## src/rtl/seg_pkg.sv

```systemverilog
// Shared definitions for the four-digit seven-segment scan controller.
package seg_pkg;

   typedef enum logic [1:0] {StOff, StBlank, StDrive} seg_state_e;

   localparam int unsigned NUM_DIGITS = 4;
   localparam logic [NUM_DIGITS-1:0] AN_OFF = 4'b1111;

   function automatic logic [NUM_DIGITS-1:0] an_onecold(input logic [1:0] idx);
      logic [NUM_DIGITS-1:0] pattern;
      pattern = AN_OFF;
      pattern[idx] = 1'b0;
      return pattern;
   endfunction

endpackage

```

## src/rtl/seg_scan_timer.sv

```systemverilog
// Loadable down-counter; done is high while the count sits at zero.
module seg_scan_timer #(
   parameter int unsigned Width = 8
) (
   input  logic             clk,
   input  logic             rst,
   input  logic             load,
   input  logic [Width-1:0] load_val,
   output logic             done
);

   logic [Width-1:0] count_q;

   always_ff @(posedge clk) begin
      if (rst) begin
         count_q <= '0;
      end else if (load) begin
         count_q <= load_val;
      end else if (count_q != '0) begin
         count_q <= count_q - 1'b1;
      end
   end

   assign done = (count_q == '0);

endmodule

```

## src/rtl/seg_scan_ctrl.sv

```systemverilog
// Four-digit display scanner: per-frame snapshot, blanking gap between digits,
// leading-zero suppression and registered anode/dp/nibble outputs.
module seg_scan_ctrl
   import seg_pkg::*;
#(
   parameter int unsigned DIGIT_CYC = 100000,
   parameter int unsigned BLANK_CYC = 1000
) (
   input  logic        clk,
   input  logic        rst,
   input  logic        enable,
   input  logic [15:0] value,
   input  logic [3:0]  dp_en,
   input  logic        lz_en,
   output logic [3:0]  nibble,
   output logic [3:0]  an,
   output logic        dp,
   output logic [1:0]  digit_idx,
   output logic        frame_tick
);

   localparam int unsigned MaxCyc = (DIGIT_CYC > BLANK_CYC) ? DIGIT_CYC : BLANK_CYC;
   localparam int unsigned CntW = (MaxCyc > 1) ? $clog2(MaxCyc) : 1;
   localparam logic [CntW-1:0] BlankLoad = CntW'(BLANK_CYC - 1);
   localparam logic [CntW-1:0] DriveLoad = CntW'(DIGIT_CYC - 1);

   seg_state_e  state_q, state_d;
   logic [1:0]  idx_q, idx_d;
   logic        start_q;
   logic [15:0] snap_value_q;
   logic [3:0]  snap_dp_q;
   logic        snap_lz_q;
   logic [3:0]  an_q, nibble_q;
   logic        dp_q, frame_tick_q;

   logic            leave;
   logic            new_frame;
   logic [CntW-1:0] load_val;
   logic            tmr_done;
   logic [3:0]      lz_mask;

   seg_scan_timer #(
      .Width (CntW)
   ) u_timer (
      .clk      (clk),
      .rst      (rst),
      .load     (leave),
      .load_val (load_val),
      .done     (tmr_done)
   );

   // start_q marks the first cycle out of reset, which opens a fresh frame.
   always_comb begin
      state_d = state_q;
      idx_d   = idx_q;
      leave   = 1'b0;
      if (!enable) begin
         state_d = StOff;
         leave   = (state_q != StOff);
      end else if (state_q == StOff || start_q) begin
         state_d = StBlank;
         idx_d   = 2'd0;
         leave   = 1'b1;
      end else if (tmr_done) begin
         leave = 1'b1;
         if (state_q == StBlank) begin
            state_d = StDrive;
         end else begin
            state_d = StBlank;
            idx_d   = idx_q + 2'd1;
         end
      end
      new_frame = leave && (state_d == StBlank) && (idx_d == 2'd0);
      case (state_d)
         StBlank: load_val = BlankLoad;
         StDrive: load_val = DriveLoad;
         default: load_val = '0;
      endcase
   end

   // A digit above 0 stays dark when it and every higher digit are zero.
   always_comb begin
      lz_mask = '0;
      for (int i = 1; i < NUM_DIGITS; i++) begin
         lz_mask[i] = snap_lz_q && ((snap_value_q >> (4 * i)) == 16'h0);
      end
   end

   always_ff @(posedge clk) begin
      if (rst) begin
         state_q      <= StBlank;
         idx_q        <= 2'd0;
         start_q      <= 1'b1;
         snap_value_q <= '0;
         snap_dp_q    <= '0;
         snap_lz_q    <= 1'b0;
         an_q         <= AN_OFF;
         dp_q         <= 1'b1;
         nibble_q     <= '0;
         frame_tick_q <= 1'b0;
      end else begin
         state_q      <= state_d;
         idx_q        <= idx_d;
         start_q      <= 1'b0;
         frame_tick_q <= new_frame;
         if (new_frame) begin
            snap_value_q <= value;
            snap_dp_q    <= dp_en;
            snap_lz_q    <= lz_en;
         end
         if (state_d == StDrive) begin
            an_q     <= lz_mask[idx_d] ? AN_OFF : an_onecold(idx_d);
            dp_q     <= ~snap_dp_q[idx_d];
            nibble_q <= snap_value_q[{idx_d, 2'b00} +: 4];
         end else begin
            an_q <= AN_OFF;
            dp_q <= 1'b1;
         end
      end
   end

   assign an         = an_q;
   assign dp         = dp_q;
   assign nibble     = nibble_q;
   assign digit_idx  = idx_q;
   assign frame_tick = frame_tick_q;

endmodule

```

## config.mk

```make
export PLATFORM = sky130hd
export DESIGN_NAME = seg_scan_ctrl
export DESIGN_NICKNAME = d
export VERILOG_FILES = /design/src/rtl/seg_pkg.sv /design/src/rtl/seg_scan_timer.sv /design/src/rtl/seg_scan_ctrl.sv
export SDC_FILE = /design/constraint.sdc
export NUM_CORES = 1
export LEC_CHECK = 0
export CAP_MARGIN = 20
export CORE_ASPECT_RATIO = 1.2
export CORE_MARGIN = 1
export CORE_UTILIZATION = 54
export CTS_CLUSTER_SIZE = 14
export DETAILED_ROUTE_END_ITERATION = 8
export GPL_TIMING_DRIVEN = 0
export PLACE_DENSITY = 0.79
export SYNTH_ARGS = -nofsm -noshare
export SYNTH_HDL_FRONTEND = slang
export SYNTH_SLANG_ARGS = --single-unit
```

## constraint.sdc

```tcl
create_clock -name clk -period 2.95 [get_ports clk]
set_input_delay 0.7375 -clock clk [delete_from_list [all_inputs] [get_ports clk]]
set_output_delay 0.7375 -clock clk [all_outputs]
set_load 0.05 [all_outputs]
```

Word-level counts from Yosys, hierarchy flattened
Index checks and enable logic that the tools add are counted.

storage, ports and cells
  word-level logic and storage cells = 61
  output and inout port bits = 12
  register bits = 53
  input port bits = 24

operators by class
  $add $sub $neg = 2
  shift operators = 1
  multiplexer cells = 21
  eq/ne operators = 3
  reductions and logical operators = 18
  bitwise gates (word level) = 3
  order comparisons = 2

operator list
  kind                                                                                 count
  16-bit logical NOT                                                                   3
  17-bit 2-to-1 mux                                                                    2
  17-bit one-hot mux with 2 select lines                                               1
  17-bit logical NOT                                                                   1
  17-bit nonzero test                                                                  1
  17-bit by 1-bit subtractor with 17-bit output, second input constant                 1
  2-bit 2-to-1 mux                                                                     8
  16-bit by 5-bit variable part select with 4-bit output                               1
  1-bit 2-to-1 mux                                                                     7
  1-bit logical AND                                                                    6
  1-bit binary-select mux with 2-bit select                                            2
  2-bit by 1-bit equality test with 1-bit output, second input constant                2
  2-bit logical NOT                                                                    2
  4-bit inverter                                                                       1
  2-bit nonzero test                                                                   2
  2-bit by 3-bit < comparator with 1-bit output, second input constant                 1
  3-bit OR reduction                                                                   1
  2-bit by 1-bit adder with 2-bit output, second input constant                        1
  1-bit demux with 2-bit select                                                        1
  2-bit equality test, second input constant                                           1
  2-bit by 1-bit greater-or-equal comparator with 1-bit output, second input constant  1
  1-bit inverter                                                                       2
  2-bit OR reduction                                                                   1
  1-bit logical OR                                                                     1

Logic depth before layout (Yosys ltp)
  depth after elaboration = 10
  gate-level depth with buffers = 14
  gate-level depth less buffers = 13

Modules after synthesis
A second synthesis with hierarchy kept.

second synthesis, totals
  cell total of the unflattened synthesis = 303
  area, all modules = 2741.4 um2

modules (own cells, without submodules)
  module          times used  seq. area each (um2)  cells each  area an instance (um2)
  seg_scan_ctrl   1           720.7                 191         1810.5
  seg_scan_timer  1           340.3                 112         930.9

Worst setup path after synthesis
OpenSTA, ideal clock, no wires.

  path kind = register -> register
  start point = register u_timer.count_q[0]
  end point = register snap_dp_q[0]
  data required time = 2.822 ns
  arrival time = 2.546 ns
  path buffers = 1
  library setup time = 0.128 ns
  clock period less this slack = 2.673 ns
  setup slack = 0.277 ns
  stages on the path, launching flop included = 15
  path through = dfxtp_1 > inv_1 > ha_1 > nor4b_1 > nand4_2 > and2_1 > a21oi_1 > o21ai_0 > inv_1 > ha_1 > inv_1 > a211oi_4 > buf_6 > mux2i_1 > nor2_1

between the ends
  word-level cells in the longest chain between the ends = 7
  elaborated cells on any way between the ends = 14
  those cells by class = eq/ne: 1; mux: 9; reduce/logical: 4

ends and longest elaborated chain
  element                                         RTL line              RTL
  from (decl)                                     seg_scan_timer.sv:12  logic [Width-1:0] count_q;
  from (signal assigned)                          seg_scan_timer.sv:18  count_q <= load_val;
  from (signal assigned)                          seg_scan_timer.sv:20  count_q <= count_q - 1'b1;
  17-bit logical NOT                              seg_scan_timer.sv:24  assign done = (count_q == '0);
  2-bit 2-to-1 mux                                seg_scan_ctrl.sv:64   end else if (tmr_done) begin
  2-bit 2-to-1 mux                                seg_scan_ctrl.sv:60   end else if (state_q == StOff || start_q) begin
  2-bit 2-to-1 mux                                seg_scan_ctrl.sv:57   if (!enable) begin
  via state_d[0]                                  seg_scan_ctrl.sv:27   seg_state_e state_q, state_d;
  2-bit by 1-bit equality test with 1-bit output  seg_scan_ctrl.sv:73   new_frame = leave && (state_d == StBlank) && (idx_d == 2'd0);
  1-bit logical AND (2 in series)                 seg_scan_ctrl.sv:73
  to (signal assigned)                            seg_scan_ctrl.sv:108  snap_dp_q <= dp_en;
  to (decl)                                       seg_scan_ctrl.sv:31   logic [3:0] snap_dp_q;

The timed path passes the listed nets, and every way through them passes these cells.
A chain may end at the register's enable or synchronous reset.

Worst setup path in the final report
  start point = register u_timer.count_q[0]
  end point = register snap_dp_q[3]

The elaborated chain is that of the path after synthesis.

==> results.json <==
{
  "die_w_um": 66.0,
  "p_switching_mw": 0.469,
  "dr.pass1.iters": 4,
  "routedWlPerCell_um": 15.7,
  "start_util_pct": 57.0,
  "cp_slowest_cell": "dfxtp_1",
  "drv_cap": 0,
  "rows": 27,
  "ir_worst_vdd_v": 0.000309,
  "synth_area_um2": 2660,
  "worst_pin_slew_ps": 663,
  "dp_hpwl_um": 4490,
  "crit_type": "flop to flop",
  "synth_ff_type": "dfxtp_1",
  "synth_fp_nets": 328,
  "diodes": 0,
  "gp_congestion": 0.843,
  "timing.slew.headroom_pct": 55.3,
  "netlist_instances": 299,
  "synth_warnings": 0,
  "core_um2": 4660,
  "cp-end-kind": "flop",
  "path_delay_family": "buffers and inverters",
  "clkTransAtPathRegs_ps": 100,
  "h-tree-depth": 2,
  "grt_usage_pct": 25.8,
  "die-area_um2": 5210,
  "vias_per_cell": 5.93,
  "cts_root_buf": "clkbuf_8",
  "min_period_ps": 2850,
  "cts_num_sinks": 53,
  "max_freq_mhz": 351,
  "fin_hold_ws_ps": 501,
  "setup_viol": 0,
  "status": "complete, no violations",
  "fin_nets": 376,
  "cts_buffer_depth": 2,
  "slowest_delay_ps": 350,
  "numCtsBuffers": 5,
  "yosysSeqAreaShare_pct": 39.9,
  "p_per_area_nw_per_um2": 502,
  "p_comb_share_pct": 20.3,
  "ys_ff_latch": 53,
  "p_leak_nw": 1.24,
  "path_common_cell": "inv_1",
  "seqPwrFrac_pct": 49.2,
  "pwr-share-clk_pct": 30.5,
  "grt_max_degree": 18,
  "syn_avg_cell_area_um2": 8.89,
  "io_buffers": 34,
  "fin_ws_ps": 103,
  "hold_viol": 0,
  "crit_chain": "inv_1 -> ha_1 -> nor4b_4 -> nand4_2 -> and2_1 -> a21oi_1 -> o21ai_2 -> inv_1 -> ha_1 -> inv_1 -> a211oi_4 -> buf_4 -> buf_2 -> mux2i_1 -> nor2_1",
  "cts_tree": "done",
  "multi_input_area_um2": 1510,
  "antenna_found_initial": 0,
  "clock_latency_ps": 320,
  "ys_async_sr_fraction_pct": 0,
  "n_fill_cell": 380,
  "swShare_pct": 28.6,
  "area_delta_synth_final_pct": 22.9,
  "startpoint_type": "flop",
  "ios": 36,
  "synth_edf_count": 0,
  "final_layout_size_suffix_gt1_share_pct": 9.77,
  "grt_overflow": 0,
  "post-place-ws_ps": -244,
  "power.internal_mw": 1.17,
  "hp-class": "flop to flop",
  "finalCritPeriodShare_pct": 96.5,
  "arrival_ps": 3040,
  "postCtsHoldBufs": 0,
  "register_area_um2": 1060,
  "fp.dieH_um": 78.9,
  "slew_viol_final": 0,
  "grt_pass1_vias": 2283,
  "grt_pass1_wl_um": 10300,
  "num_vias": 2409,
  "path_buf_inv": 5,
  "drc": 0,
  "totalWireLength_um": 6370,
  "cp.required_ps": 3140,
  "drt-initial-drc-count": 181,
  "synth_cell_types": 49,
  "finClkSkew_ps": 9.39,
  "drtAntennaViolNets": 0,
  "critPathMaxFanout": 5
}
## cells in the final DEF, fill, tap and decap left out, types with 4 or more instances in the layout
cell type         n
a211oi_1          4
a21oi_1          11
a221oi_1          4
a31oi_1           8
buf_4             7
clkbuf_1          9
clkbuf_8          5
clkdlybuf4s50_1  34
dfxtp_1          53
ha_1              5
inv_1            13
mux2i_1          22
nand2_1          20
nand3_1           5
nand3b_1          4
nand4_1           4
nor2_1           34
nor3_1           12
o211a_1           4
o21ai_0          19
or4_1             4
xnor2_1           8
xor2_1            4
## area by class of cell
cell class / instances / share of cell area (%)
tap: 58 / 2.22
buffer: 14 / 2.30
multi-input combinational: 219 / 46.1
clock inverter: 3 / 1.42
timing repair buffer: 41 / 11.9
sequential: 53 / 32.5
inverter: 13 / 1.49
clock buffer: 5 / 2.11
## state kept, by name, summed over array words and instances (netlist names)
| name | count |
|---|---|
| start_q | 1 |
| nibble | 4 |
| frame_tick | 1 |
| snap_value_q | 16 |
| u_timer.count_q | 17 |
| state_q | 2 |
| dp | 1 |
| snap_dp_q | 4 |
| digit_idx | 2 |
| snap_lz_q | 1 |
| an | 4 |
## power groups by stage
stage	logic (mW)	registers, mW	clock network, mW
CTS	0.319	0.804	0.510
detailed placement	0.304	0.820	0
floorplan	0.219	0.814	0
global route	0.367	0.814	0.535
global placement	0.298	0.818	0
finish	0.332	0.808	0.501
## tightest hold or removal path, cell delays in order (launching register included)
cell	delay, ps
dfxtp_1	340
mux2i_1	70
nor2_1	70
## per-stage QoR
stage	TNS [ps]	std cells	power [mW]	instance area [um^2]	util, %
CTS	0	403	1.63	3230	69.2
global placement	-2970	391	1.12	3070	65.9
finish	0	406	1.64	3270	70.1
floorplan	0	299	1.03	2660	-
detailed placement	-4570	391	1.12	3070	65.9
global route	-582	406	1.72	3270	70.1
## routing by layer
layer | track usage, % | part of all wire (%)
met5 | 0 | 0
met4 | 8.51 | 1.7
met3 | 5.17 | 3.4
met2 | 46.9 | 55
met1 | 29.3 | 40
## repair_timing
action,in CTS,in global routing
endpoints found under the setup margin,32,24
setup buffers,4,1
pin swaps,2,1
gates resized for setup,3,4
cloned,0,2
## cell usage after synthesis (all sizes together) (4+ instances only)
library cell,count,area [um^2]
a211oi,6,70.1
a21oi,11,55.1
a221oi,4,35.0
a31oi,8,50.1
buf,5,41.3
clkbuf,9,33.8
dfxtp,53,1060
ha,5,62.6
inv,13,48.8
mux2i,22,220
nand2,20,75.1
nand3,5,25.0
nand3b,4,30.0
nand4,5,37.5
nor2,34,128
nor3,12,60.1
nor4,6,58.8
o211a,4,40.0
o21ai,22,121
or4,4,30.0
xnor2,8,70.1
xor2,4,35.0
## cell families (layout without fill, tap and decap cells)
group	count (synthesis)	count (layout)	share of synthesized area, %
AND/OR/NAND/NOR	109	109	21.7
AO/OA/AOI/OAI	69	69	18.3
flip-flops	53	53	39.9
buffers and inverters	27	76	4.66
multiplexers	24	24	9.13
XOR/XNOR	12	12	3.95
adder cells (fa/ha/maj)	5	5	2.35
## final timing paths
check / from / to / slack (ps) / cells past startpoint
worst min-delay path: snap_dp_q[1] / snap_dp_q[1] / 500 / 2
worst max register to register: u_timer.count_q[0] / snap_dp_q[3] / 100 / 15
worst max-delay path: u_timer.count_q[0] / snap_dp_q[3] / 100 / 15
worst min register to register: snap_dp_q[1] / snap_dp_q[1] / 500 / 2
No activity file was read; power rests on OpenSTA's default activity.
